<file path="config.mk">
export PLATFORM = sky130hd
export DESIGN_NAME = mbed_tester_peripheral_switch_apb2_slave_flat
export DESIGN_NICKNAME = d
export VERILOG_FILES = /design/src/rtl/mbed_tester_peripheral_switch_apb2_slave_pkg.sv /design/src/rtl/mbed_tester_peripheral_switch_apb2_slave_if.sv /design/src/rtl/mbed_tester_peripheral_switch_apb2_slave_io_contention_monitor.sv /design/src/rtl/mbed_tester_peripheral_switch_apb2_slave.sv /design/src/flat_wrapper.sv
export SDC_FILE = /design/constraint.sdc
export NUM_CORES = 1
export LEC_CHECK = 0
export BUFFER_PORTS_ARGS = -buffer_cell sky130_fd_sc_hd__buf_2
export CORE_AREA = 2 2 108 110
export CTS_BUF_LIST = sky130_fd_sc_hd__clkbuf_4 sky130_fd_sc_hd__clkbuf_8
export CTS_CLUSTER_DIAMETER = 80
export DETAILED_ROUTE_END_ITERATION = 12
export DIE_AREA = 0 0 110 112
export PLACE_DENSITY = 0.82
export SYNTH_ARGS = -nofsm -noshare
export SYNTH_HDL_FRONTEND = slang
export SYNTH_SLANG_ARGS = --single-unit
</file>
<file path="constraint.sdc">
create_clock -name clk -period 2.8 [get_ports clk]
set_clock_uncertainty 0.15 [all_clocks]
set_input_delay 0.14 -clock clk [delete_from_list [all_inputs] [get_ports clk]]
set_output_delay 0.14 -clock clk [all_outputs]
set_load 0.005 [all_outputs]
</file>
<file path="src/rtl/mbed_tester_peripheral_switch_apb2_slave_pkg.sv">
// Shared definitions for the peripheral switch: register offsets, FSM encoding, status layout.
package mbed_tester_peripheral_switch_apb2_slave_pkg;

  localparam int unsigned REG_SEL       = 'h000;
  localparam int unsigned REG_STATUS    = 'h001;
  localparam int unsigned REG_ACTIVE    = 'h002;
  localparam int unsigned REG_GUARD     = 'h003;
  localparam int unsigned REG_SWCNT     = 'h004;
  localparam int unsigned REG_CONT_BASE = 'h010;

  // Depth of the logical_in synchroniser and of the matching val/drive delay line.
  localparam int unsigned SYNC_STAGES = 2;

  typedef enum logic {
    ST_ACTIVE = 1'b0,
    ST_GUARD  = 1'b1
  } sw_state_e;

  typedef struct packed {
    logic [5:0] rsvd;
    logic       idx_invalid;
    logic       guard_busy;
  } status_t;

endpackage

</file>
<file path="src/rtl/mbed_tester_peripheral_switch_apb2_slave_if.sv">
// APB2 config bus between the address decoder (master) and the peripheral switch (slave).
interface mbed_tester_peripheral_switch_apb2_slave_if #(
  parameter int unsigned ADDR_LOW_BITS = 12,
  parameter int unsigned DATA_BITS     = 8
);
  logic [ADDR_LOW_BITS-1:0] PADDR;
  logic                     PSEL;
  logic                     PENABLE;
  logic                     PWRITE;
  logic [DATA_BITS-1:0]     PWDATA;
  logic [DATA_BITS-1:0]     PRDATA;

  modport master (output PADDR, PSEL, PENABLE, PWRITE, PWDATA, input PRDATA);
  modport slave  (input PADDR, PSEL, PENABLE, PWRITE, PWDATA, output PRDATA);
endinterface

</file>
<file path="src/rtl/mbed_tester_peripheral_switch_apb2_slave_io_contention_monitor.sv">
// Sticky per-pin detector for a driven pin whose synchronised readback disagrees with its val.
module mbed_tester_peripheral_switch_apb2_slave_io_contention_monitor
  import mbed_tester_peripheral_switch_apb2_slave_pkg::*;
#(
  parameter int unsigned IO_LOGICAL = 8
) (
  input  logic                  clk,
  input  logic                  rst,
  input  logic [IO_LOGICAL-1:0] pin_in,
  input  logic [IO_LOGICAL-1:0] routed_val,
  input  logic [IO_LOGICAL-1:0] routed_drive,
  input  logic                  route_active,
  input  logic [IO_LOGICAL-1:0] clear_mask,
  output logic [IO_LOGICAL-1:0] contention
);

  localparam int unsigned MW = $clog2(SYNC_STAGES + 1);

  logic [SYNC_STAGES-1:0][IO_LOGICAL-1:0] sync_q;
  logic [SYNC_STAGES-1:0][IO_LOGICAL-1:0] val_q;
  logic [SYNC_STAGES-1:0][IO_LOGICAL-1:0] drive_q;
  logic [MW-1:0]                          mask_cnt;
  logic [IO_LOGICAL-1:0]                  hit_c;

  // Synchronise readback and delay val/drive by the same number of stages.
  always_ff @(posedge clk) begin
    if (rst) begin
      sync_q  <= '0;
      val_q   <= '0;
      drive_q <= '0;
    end else begin
      sync_q  <= {sync_q[SYNC_STAGES-2:0], pin_in};
      val_q   <= {val_q[SYNC_STAGES-2:0], routed_val};
      drive_q <= {drive_q[SYNC_STAGES-2:0], routed_drive};
    end
  end

  // Blank detection while the pipeline still holds pre-switch samples.
  always_ff @(posedge clk) begin
    if (rst || !route_active) begin
      mask_cnt <= MW'(SYNC_STAGES);
    end else if (mask_cnt != '0) begin
      mask_cnt <= mask_cnt - MW'(1);
    end
  end

  // Mismatch on an aligned, driven pin.
  always_comb begin
    hit_c = '0;
    if (route_active && (mask_cnt == '0)) begin
      hit_c = drive_q[SYNC_STAGES-1] & (sync_q[SYNC_STAGES-1] ^ val_q[SYNC_STAGES-1]);
    end
  end

  // Sticky bits; a new hit wins over a simultaneous clear.
  always_ff @(posedge clk) begin
    if (rst) begin
      contention <= '0;
    end else begin
      contention <= (contention & ~clear_mask) | hit_c;
    end
  end

endmodule

</file>
<file path="src/rtl/mbed_tester_peripheral_switch_apb2_slave.sv">
// APB2 slave selecting the active tester peripheral, with break-before-make switching.
module mbed_tester_peripheral_switch_apb2_slave
  import mbed_tester_peripheral_switch_apb2_slave_pkg::*;
#(
  parameter int unsigned IO_LOGICAL    = 8,
  parameter int unsigned PERIPHERALS   = 8,
  parameter int unsigned DATA_BITS     = 8,
  parameter int unsigned ADDR_LOW_BITS = 12,
  parameter int unsigned GUARD_CYCLES  = 4
) (
  input  logic                              clk,
  input  logic                              rst,
  input  logic [IO_LOGICAL-1:0]             logical_in,
  input  logic [PERIPHERALS*IO_LOGICAL-1:0] periph_val,
  input  logic [PERIPHERALS*IO_LOGICAL-1:0] periph_drive,
  output logic [PERIPHERALS-1:0]            periph_enable,
  output logic [IO_LOGICAL-1:0]             logical_val,
  output logic [IO_LOGICAL-1:0]             logical_drive,
  mbed_tester_peripheral_switch_apb2_slave_if.slave apb
);

  sw_state_e              state_q, state_d;
  logic [DATA_BITS-1:0]   sel_q, active_q, active_d, guard_q, swcnt_q, cnt_q, cnt_d;
  logic                   commit_c;
  logic                   wr_c, rd_c, sel_wr_c, guard_wr_c, swcnt_wr_c;
  logic                   idx_valid_c;
  status_t                status_c;
  logic [DATA_BITS-1:0]   rdata_c;
  logic [IO_LOGICAL-1:0]  clear_mask_c;
  logic [IO_LOGICAL-1:0]  contention;

  assign wr_c        = apb.PSEL && apb.PWRITE && apb.PENABLE;
  assign rd_c        = apb.PSEL && !apb.PWRITE;
  assign sel_wr_c    = wr_c && (apb.PADDR == ADDR_LOW_BITS'(REG_SEL));
  assign guard_wr_c  = wr_c && (apb.PADDR == ADDR_LOW_BITS'(REG_GUARD));
  assign swcnt_wr_c  = wr_c && (apb.PADDR == ADDR_LOW_BITS'(REG_SWCNT));
  assign idx_valid_c = 32'(active_q) < PERIPHERALS;

  // FSM and switch-sequencing registers.
  always_ff @(posedge clk) begin
    if (rst) begin
      state_q  <= ST_ACTIVE;
      active_q <= '0;
      cnt_q    <= '0;
    end else begin
      state_q  <= state_d;
      active_q <= active_d;
      cnt_q    <= cnt_d;
    end
  end

  // Next state: a new target (re)starts the guard; guard expiry commits the target.
  always_comb begin
    state_d  = state_q;
    active_d = active_q;
    cnt_d    = cnt_q;
    commit_c = 1'b0;
    case (state_q)
      ST_ACTIVE: begin
        if (sel_wr_c && (apb.PWDATA != active_q)) begin
          state_d = ST_GUARD;
          cnt_d   = guard_q;
        end
      end
      ST_GUARD: begin
        if (sel_wr_c && (apb.PWDATA != sel_q)) begin
          cnt_d = guard_q;
        end else if (cnt_q == '0) begin
          state_d  = ST_ACTIVE;
          active_d = sel_q;
          commit_c = 1'b1;
        end else begin
          cnt_d = cnt_q - DATA_BITS'(1);
        end
      end
      default: state_d = ST_ACTIVE;
    endcase
  end

  // Software-owned SEL and GUARD registers.
  always_ff @(posedge clk) begin
    if (rst) begin
      sel_q   <= '0;
      guard_q <= DATA_BITS'(GUARD_CYCLES);
    end else begin
      if (sel_wr_c)   sel_q   <= apb.PWDATA;
      if (guard_wr_c) guard_q <= apb.PWDATA;
    end
  end

  // Saturating count of completed switches; any write clears it.
  always_ff @(posedge clk) begin
    if (rst) begin
      swcnt_q <= '0;
    end else if (swcnt_wr_c) begin
      swcnt_q <= '0;
    end else if (commit_c && (swcnt_q != '1)) begin
      swcnt_q <= swcnt_q + DATA_BITS'(1);
    end
  end

  // Route the committed slot; everything released during guard or for an invalid slot.
  always_comb begin
    logical_val   = '0;
    logical_drive = '0;
    periph_enable = '0;
    if (state_q == ST_ACTIVE) begin
      for (int unsigned k = 0; k < PERIPHERALS; k++) begin
        if (active_q == DATA_BITS'(k)) begin
          logical_val      = periph_val[k*IO_LOGICAL +: IO_LOGICAL];
          logical_drive    = periph_drive[k*IO_LOGICAL +: IO_LOGICAL];
          periph_enable[k] = 1'b1;
        end
      end
    end
  end

  // Per-pin W1C strobes for the contention byte registers.
  always_comb begin
    clear_mask_c = '0;
    for (int unsigned i = 0; i < IO_LOGICAL; i++) begin
      if (wr_c && (apb.PADDR == ADDR_LOW_BITS'(REG_CONT_BASE + i / 8))) begin
        clear_mask_c[i] = apb.PWDATA[i % 8];
      end
    end
  end

  mbed_tester_peripheral_switch_apb2_slave_io_contention_monitor #(
    .IO_LOGICAL (IO_LOGICAL)
  ) u_contention (
    .clk          (clk),
    .rst          (rst),
    .pin_in       (logical_in),
    .routed_val   (logical_val),
    .routed_drive (logical_drive),
    .route_active (state_q == ST_ACTIVE),
    .clear_mask   (clear_mask_c),
    .contention   (contention)
  );

  // Read mux; unmapped offsets return zero.
  always_comb begin
    status_c             = '0;
    status_c.guard_busy  = (state_q == ST_GUARD);
    status_c.idx_invalid = !idx_valid_c;
    rdata_c              = '0;
    if (apb.PADDR == ADDR_LOW_BITS'(REG_SEL))    rdata_c = sel_q;
    if (apb.PADDR == ADDR_LOW_BITS'(REG_STATUS)) rdata_c = DATA_BITS'(status_c);
    if (apb.PADDR == ADDR_LOW_BITS'(REG_ACTIVE)) rdata_c = active_q;
    if (apb.PADDR == ADDR_LOW_BITS'(REG_GUARD))  rdata_c = guard_q;
    if (apb.PADDR == ADDR_LOW_BITS'(REG_SWCNT))  rdata_c = swcnt_q;
    for (int unsigned i = 0; i < IO_LOGICAL; i++) begin
      if (apb.PADDR == ADDR_LOW_BITS'(REG_CONT_BASE + i / 8)) begin
        rdata_c[i % 8] = contention[i];
      end
    end
  end

  // Registered read data, captured on every read-select cycle.
  always_ff @(posedge clk) begin
    if (rst) begin
      apb.PRDATA <= '0;
    end else if (rd_c) begin
      apb.PRDATA <= rdata_c;
    end
  end

endmodule

</file>
<file path="src/flat_wrapper.sv">
// flat-port wrapper written by rule: the top's interface ports become plain ports
module mbed_tester_peripheral_switch_apb2_slave_flat import mbed_tester_peripheral_switch_apb2_slave_pkg::*;
#(
  parameter int unsigned IO_LOGICAL    = 8,
  parameter int unsigned PERIPHERALS   = 8,
  parameter int unsigned DATA_BITS     = 8,
  parameter int unsigned ADDR_LOW_BITS = 12,
  parameter int unsigned GUARD_CYCLES  = 4
)
  (clk, rst, logical_in, periph_val, periph_drive, periph_enable, logical_val, logical_drive, apb_PADDR, apb_PSEL, apb_PENABLE, apb_PWRITE, apb_PWDATA, apb_PRDATA);
  mbed_tester_peripheral_switch_apb2_slave_if #(.ADDR_LOW_BITS(ADDR_LOW_BITS), .DATA_BITS(DATA_BITS)) apb_i ();
  input  logic clk;
  input  logic rst;
  input  logic [IO_LOGICAL-1:0] logical_in;
  input  logic [PERIPHERALS*IO_LOGICAL-1:0] periph_val;
  input  logic [PERIPHERALS*IO_LOGICAL-1:0] periph_drive;
  output logic [PERIPHERALS-1:0] periph_enable;
  output logic [IO_LOGICAL-1:0] logical_val;
  output logic [IO_LOGICAL-1:0] logical_drive;
  input wire logic [$bits(apb_i.PADDR)-1:0] apb_PADDR;
  input wire logic [$bits(apb_i.PSEL)-1:0] apb_PSEL;
  input wire logic [$bits(apb_i.PENABLE)-1:0] apb_PENABLE;
  input wire logic [$bits(apb_i.PWRITE)-1:0] apb_PWRITE;
  input wire logic [$bits(apb_i.PWDATA)-1:0] apb_PWDATA;
  output wire logic [$bits(apb_i.PRDATA)-1:0] apb_PRDATA;
  assign apb_i.PADDR = apb_PADDR;
  assign apb_i.PSEL = apb_PSEL;
  assign apb_i.PENABLE = apb_PENABLE;
  assign apb_i.PWRITE = apb_PWRITE;
  assign apb_i.PWDATA = apb_PWDATA;
  assign apb_PRDATA = apb_i.PRDATA;
  mbed_tester_peripheral_switch_apb2_slave #(.IO_LOGICAL(IO_LOGICAL), .PERIPHERALS(PERIPHERALS), .DATA_BITS(DATA_BITS), .ADDR_LOW_BITS(ADDR_LOW_BITS), .GUARD_CYCLES(GUARD_CYCLES)) u_core (.clk(clk), .rst(rst), .logical_in(logical_in), .periph_val(periph_val), .periph_drive(periph_drive), .periph_enable(periph_enable), .logical_val(logical_val), .logical_drive(logical_drive), .apb(apb_i));
endmodule
</file>
==> impl_metrics.py, run 1 <==
metrics = {
    "run_status": {
        "status": "finished, final reports clean",
    },
    "clock_network": {
        "cts-root-buf": "clkbuf_8",
        "clk_pin_slew_ps": 110,
        "clk_path_buf_depth": 2,
        "clk_latency_ps": 380,
        "clkSinkCount": 107,
        "cts-htree-levels": 3,
        "cts_tree": "built",
        "numCtsBuffers": 9,
        "post_cts_buffers": 0,
    },
    "critical_path": {
        "cp_data_arrival_time_ps": 2420,
        "path_class": "register to output pin",
        "cp_cell_sequence": "nor3_1 -> and2_1 -> nor2b_1 -> buf_4 -> a21oi_1 -> nor3_1 -> buf_2",
        "path_delay_family": "simple AND/OR/NAND/NOR gates",
        "crit_buf_inv": 2,
        "crit_top_cell": "nor3_1",
        "max_stage_delay_ps": 370,
        "crit_required_ps": 2510,
        "crit_path_start_kind": "register",
        "end_kind": "output pin",
        "cpMaxStageDelayCell": "nor2b_1",
        "cp_max_fo": 16,
    },
    "routing": {
        "drtAntennaViolNets": 0,
        "first_pass_iters": 5,
        "vias": 5812,
        "routedWlPerCell_um": 17.7,
        "drcViolationCount": 0,
        "via_per_inst": 5.83,
        "drt-initial-drc-count": 474,
        "wirelength_um": 17600,
    },
    "global_route": {
        "grt_use_met2_pct": 48.8,
        "grt_max_degree": 45,
        "overflow": 0,
        "grt_pass1_vias": 5610,
        "gr-usage-met3_pct": 4.98,
        "use_met1_pct": 34.2,
        "antenna_found_initial": 0,
        "grt_pass1_wl_um": 27300,
        "top_usage_layer": "met2",
        "grt.total_usage_pct": 28.7,
    },
    "finish": {
        "nets": 1013,
        "synthToLayoutAreaGrowth_pct": 27.5,
        "num_antenna_cells": 0,
        "fillers": 942,
        "drive_gt1_share_pct": 32.6,
    },
    "synth": {
        "async_flop_share_pct": 0,
        "synth_cell_types": 56,
        "syn_area_per_cell_um2": 8.72,
        "synth-xor-area-share_pct": 4.49,
        "synth_cells": 649,
        "yosys.area_share.simple_pct": 24.0,
        "synth_top_family_by_area": "simple AND/OR/NAND/NOR gates",
        "synth_compound_area_share_pct": 15.0,
        "netlist_area_um2": 5660,
        "syn_nets": 813,
        "yosys.area_share.adder_pct": 0.664,
        "synth_seq_cells": 107,
        "yosysSeqAreaShare_pct": 37.9,
        "synth.mux.area_fraction_pct": 13.2,
        "ys.flop_type": "dfxtp_1",
        "ys_warn_count": 0,
        "synth-edff-count": 0,
    },
    "pwr": {
        "power_density_nw_per_um2": 410,
        "peakVddDrop_mv": 0.273,
        "leakagePower_nw": 3.03,
        "total_power_w": 0.00295,
    },
    "floorplan": {
        "coreArea_um2": 11200,
        "rows": 39,
        "dieArea_um2": 12300,
        "die_y_um": 112,
        "start_util_pct": 50.6,
        "die_w_um": 110,
        "io_pins": 193,
    },
    "sta": {
        "maxSlewViolCount": 0,
        "max_freq_ghz": 0.369,
        "min_period_ps": 2710,
        "tns_ps": 0,
        "fin_crit_sh_pct": 96.8,
        "rsz0062_at_grt": "false",
        "slew_headroom_pct": 41.7,
        "hold_violations": 0,
        "setup_viol": 0,
        "worstMarginPinSlew_ps": 875,
    },
    "placement": {
        "gp_congestion": 0.920,
        "portBuffers": 192,
        "hpwl_um": 12800,
    },
    "flow_run": {
        "cap_violations": 0,
    },
    "worst_hold_path": {
        "hold_path_class": "input pin to register",
    },
}
report_power, final:
part | internal (W) | switching (W)
sequential | 0.00157 | 0.0000168
clock | 0.000363 | 0.000594
combinational | 0.000220 | 0.000193
total | 0.00215 | 0.000804
worst min-delay path, delay by kind of cell:
family	cells	cell delay, ps
AND/OR/NAND/NOR	1	110
buffers and inverters	1	90
AO/OA/AOI/OAI	2	170
final timing paths:
| check | to | slack (ps) | startpoint | depth (start not counted) |
|---|---|---|---|---|
| worst max-delay path | logical_val[7] | 90 | u_core.active_q[4] | 7 |
| worst min register to register | u_core.u_contention.drive_q[13] | 300 | u_core.u_contention.drive_q[5] | 1 |
| worst min-delay path | u_core.apb.PRDATA[0] | 30 | apb_PWRITE | 4 |
| worst max register to register | u_core.active_q[4] | 550 | u_core.sel_q[4] | 7 |
cell type report:
class                   instances  area, µm²  share of cell area, %
inverters                      14       52.6                  0.729
well taps                     143        179                   2.48
flip-flops and latches        107       2150                   29.8
repair buffers                237       1390                   19.2
multi-input cells             480       3250                   45.0
clock inverters                 6       65.1                  0.902
clock buffers                  10        131                   1.82
kinds of logic after synthesis:
logic type | count (synthesis)
compound gates | 140
xor+xnor | 29
fa+ha+maj | 3
buf+inv | 62
flops | 107
mux | 50
simple gates | 258
cells in the final DEF (no fill, tap or decap), types with 2 or more instances in the layout:
cell type      instances
dfxtp_2                2
nor2b_1               38
or3_1                  4
dlygate4sd3_1         30
a21oi_2                2
o22ai_1               21
nand3_1               27
clkbuf_8               9
ha_1                   3
and4_1                 2
buf_4                 14
o311ai_0               2
nor3_2                 2
a2bb2oi_1              6
nor2_1                71
o21ai_0               22
nand4_1                4
buf_2                192
nor4b_1                2
inv_8                  2
a211o_1                2
mux4_2                18
o211ai_1               6
and3_1                 5
a31oi_1                4
mux2_2                16
mux2i_1               16
and2_1                 5
nor4_2                 5
nand2_1               35
inv_1                 14
xor2_1                21
nor3_1                30
xnor2_1                8
a21oi_1               59
dfxtp_1              104
inv_6                  2
nor4_1                16
a21boi_0               5
a211oi_1               4
registers in the layout, summed over array words and instances, names as in the netlist:
register                        flops
u_core.u_contention.drive_q        16
u_core.u_contention.sync_q         16
u_core.u_contention.val_q          16
u_core.active_q                     8
u_core.apb.PRDATA                   8
u_core.cnt_q                        8
u_core.guard_q                      8
u_core.sel_q                        8
u_core.swcnt_q                      8
u_core.u_contention.contention      8
u_core.u_contention.mask_cnt        2
u_core.state_q                      1
per-stage QoR:
stage               hold WS (ps)  util, %  area (µm²)  setup WS, ps  cells
floorplan                    118        -        5660           775    649
detailed placement           203     60.0        6710           568    951
finish                      26.6     64.5        7210          88.5    997
global placement             201     60.0        6710           574    951
CTS                         17.8     64.5        7210           140    997
global route                51.8     64.5        7210          14.2    997
metal layers:
metal	wire length, µm	up-vias
li1	-	2731
met1	6650	2669
met2	8740	345
met3	1390	67
met4	833	0
met5	0	-
cells in the mapped netlist (5+ instances only):
library cell | count | area (µm²)
nor4_2 | 5 | 62.6
and3_1 | 5 | 31.3
inv_1 | 14 | 52.6
nor2b_1 | 38 | 238
dfxtp_1 | 107 | 2140
o21ai_0 | 22 | 110
mux4_2 | 18 | 405
nand3_1 | 27 | 135
buf_2 | 14 | 70.1
and2_1 | 5 | 31.3
a21boi_0 | 5 | 37.5
nor4_1 | 16 | 100
o211ai_1 | 6 | 45.0
nand2_1 | 35 | 131
clkbuf_1 | 27 | 101
o22ai_1 | 21 | 131
xor2_1 | 21 | 184
mux2i_1 | 16 | 160
mux2_2 | 16 | 180
a21oi_1 | 59 | 295
xnor2_1 | 8 | 70.1
a2bb2oi_1 | 6 | 52.6
nor2_1 | 71 | 267
nor3_1 | 30 | 150
timing repair:
item	4_1_cts	5_1_grt
hold buffers	30	0
endpoints found under the setup margin	0	5
endpoints found under the hold margin	31	0
gates resized for setup	0	2
(Power assumes the default switching activity.)
==> run 2, diff against run 1 <==
--- a/config.mk
+++ b/config.mk
@@ -5,7 +5,8 @@
 export SDC_FILE = /design/constraint.sdc
 export NUM_CORES = 1
 export LEC_CHECK = 0
-export BUFFER_PORTS_ARGS = -buffer_cell sky130_fd_sc_hd__buf_2
+export BUFFER_PORTS_ARGS = -buffer_cell sky130_fd_sc_hd__buf_4
+export CAP_MARGIN = 20
 export CORE_AREA = 2 2 108 110
 export CTS_BUF_LIST = sky130_fd_sc_hd__clkbuf_4 sky130_fd_sc_hd__clkbuf_8
 export CTS_CLUSTER_DIAMETER = 80
==> run 2 against run 1 <==
Compared with the run above:
- flip-flop and latch count did not move
- utilization rose by 4.5 points
- power up 3.2%
- highest routed layer unchanged
- largest cell class unchanged
- via count grew 0.26%
==> impl_metrics.py, run 2 (synthesis results as in run 1) <==
metrics = {
    "clock_network": {
        "cts-root-buf": "clkbuf_8",
        "clk_pin_slew_ps": 110,
        "cts-htree-levels": 3,
        "clkSinkCount": 107,
        "cts_tree": "built",
        "numCtsBuffers": 9,
        "clk_latency_ps": 390,
        "clk_path_buf_depth": 2,
    },
    "global_route": {
        "overflow": 0,
        "grt_pass1_wl_um": 28300,
        "grt.total_usage_pct": 29.9,
        "grt_max_degree": 61,
        "grt_pass1_vias": 5848,
        "antenna_found_initial": 0,
    },
    "floorplan": {
        "coreArea_um2": 11200,
        "rows": 39,
        "start_util_pct": 50.6,
        "die_w_um": 110,
        "die_y_um": 112,
        "dieArea_um2": 12300,
        "io_pins": 193,
    },
    "sta": {
        "rsz0062_at_grt": "false",
        "maxSlewViolCount": 0,
        "tns_ps": 0,
        "fin_crit_sh_pct": 96.3,
        "hold_violations": 0,
        "worst_hold_slack_ps": 52.1,
        "min_period_ps": 2700,
        "worstMarginPinSlew_ps": 646,
        "setup_viol": 0,
        "slew_headroom_pct": 57.0,
        "max_freq_ghz": 0.371,
    },
    "routing": {
        "drtAntennaViolNets": 0,
        "routedWlPerCell_um": 18.4,
        "via_per_inst": 5.84,
        "first_pass_iters": 7,
        "drt-initial-drc-count": 446,
        "wirelength_um": 18300,
        "drcViolationCount": 0,
        "vias": 5827,
    },
    "finish": {
        "synthToLayoutAreaGrowth_pct": 36.4,
        "top_regs": "u_core.u_contention.drive_q: 16 flops, u_core.u_contention.sync_q: 16 flops, u_core.u_contention.val_q: 16 flops",
        "nets": 1013,
        "drive_gt1_share_pct": 32.7,
        "seq_area_um2": 2150,
        "design_area_um2": 7720,
        "num_antenna_cells": 0,
        "final_common_cell": "buf_4",
        "mostFrequentLayoutCells": "205 x buf_4, 104 x dfxtp_1, 71 x nor2_1, 59 x a21oi_1, 37 x nor2b_1",
        "multiInputGateArea_um2": 3250,
        "fillers": 857,
    },
    "pwr": {
        "internal_power_w": 0.00222,
        "combPwrFrac_pct": 16.1,
        "pwr-share-seq_pct": 52.0,
        "total_power_w": 0.00305,
        "power_density_nw_per_um2": 395,
        "leakagePower_nw": 3.19,
        "switching_share_pct": 27.3,
        "p_sw_w": 0.000831,
        "peakVddDrop_mv": 0.319,
        "power_frac_clock_pct": 31.9,
    },
    "critical_path": {
        "path_class": "register to output pin",
        "cp_max_fo": 23,
        "reg2reg_from": "u_core.active_q[0]",
        "cp-startpoint": "u_core.active_q[0]",
        "crit_required_ps": 2510,
        "end_kind": "output pin",
        "cp_data_arrival_time_ps": 2410,
        "crit_path_start_kind": "register",
    },
    "worst_hold_path": {
        "hold_path_class": "input pin to register",
        "min_from": "apb_PSEL",
    },
    "run_status": {
        "status": "finished, final reports clean",
    },
    "placement": {
        "portBuffers": 192,
        "hpwl_um": 13600,
        "gp_congestion": 0.974,
        "dpl_cell_area_um2": 7180,
    },
    "flow_run": {
        "cap_violations": 0,
    },
}
-- run 2: through the flow --
stage / setup WS [ps] / util (%) / cells
floorplan: 775 / - / 649
global placement: 524 / 64.3 / 950
detailed placement: 443 / 64.3 / 950
CTS: 97.1 / 69.0 / 997
global route: 5.78 / 69.1 / 997
finish: 104 / 69.1 / 997
-- run 2: repair_timing --
| action | in CTS | in global routing |
|---|---|---|
| endpoints found under the setup margin | 0 | 13 |
| resized for setup | 0 | 4 |
| hold endpoints to repair | 32 | 0 |
| hold buffers | 31 | 0 |
| setup buffers | 0 | 0 |
-- run 2: worst paths after layout --
kind	end	slack, ps	cells after the start
setup / recovery	logical_drive[2]	100	5
hold / removal	u_core.apb.PRDATA[7]	50	4
setup reg to reg	u_core.cnt_q[6]	380	5
hold reg to reg	u_core.u_contention.val_q[13]	300	1
-- run 2: per-layer routing --
layer	GRT usage [%]	up-vias	part of all wire [%]
li1	-	2735	-
met1	35.9	2686	38
met2	49.9	336	49
met3	5.50	70	7.8
met4	16.5	0	5.4
met5	0	-	0
-- run 2: area by class of cell --
class,count,area share [%]
clock buffers,9,1.61
inverters,14,0.681
clock inverters,7,1.18
well taps,143,2.32
flip-flops and latches,107,27.8
multi-input cells,480,42.2
repair buffers,237,24.2
-- run 2: power by group through the flow --
stage	logic [W]	registers (W)	clock network, W
3_5_place_dp	0.000446	0.00162	0
3_3_place_gp	0.000432	0.00162	0
4_1_cts	0.000485	0.00159	0.000983
6_report	0.000490	0.00159	0.000973
5_1_grt	0.000529	0.00159	0.00104
2_1_floorplan	0.000201	0.00161	0
-- run 2: worst max-delay path, stage by stage, from the launching register on --
cell     delay, ps
dfxtp_2        690
buf_12         250
mux4_2         520
a21oi_1        280
nor3_1         110
buf_4          160
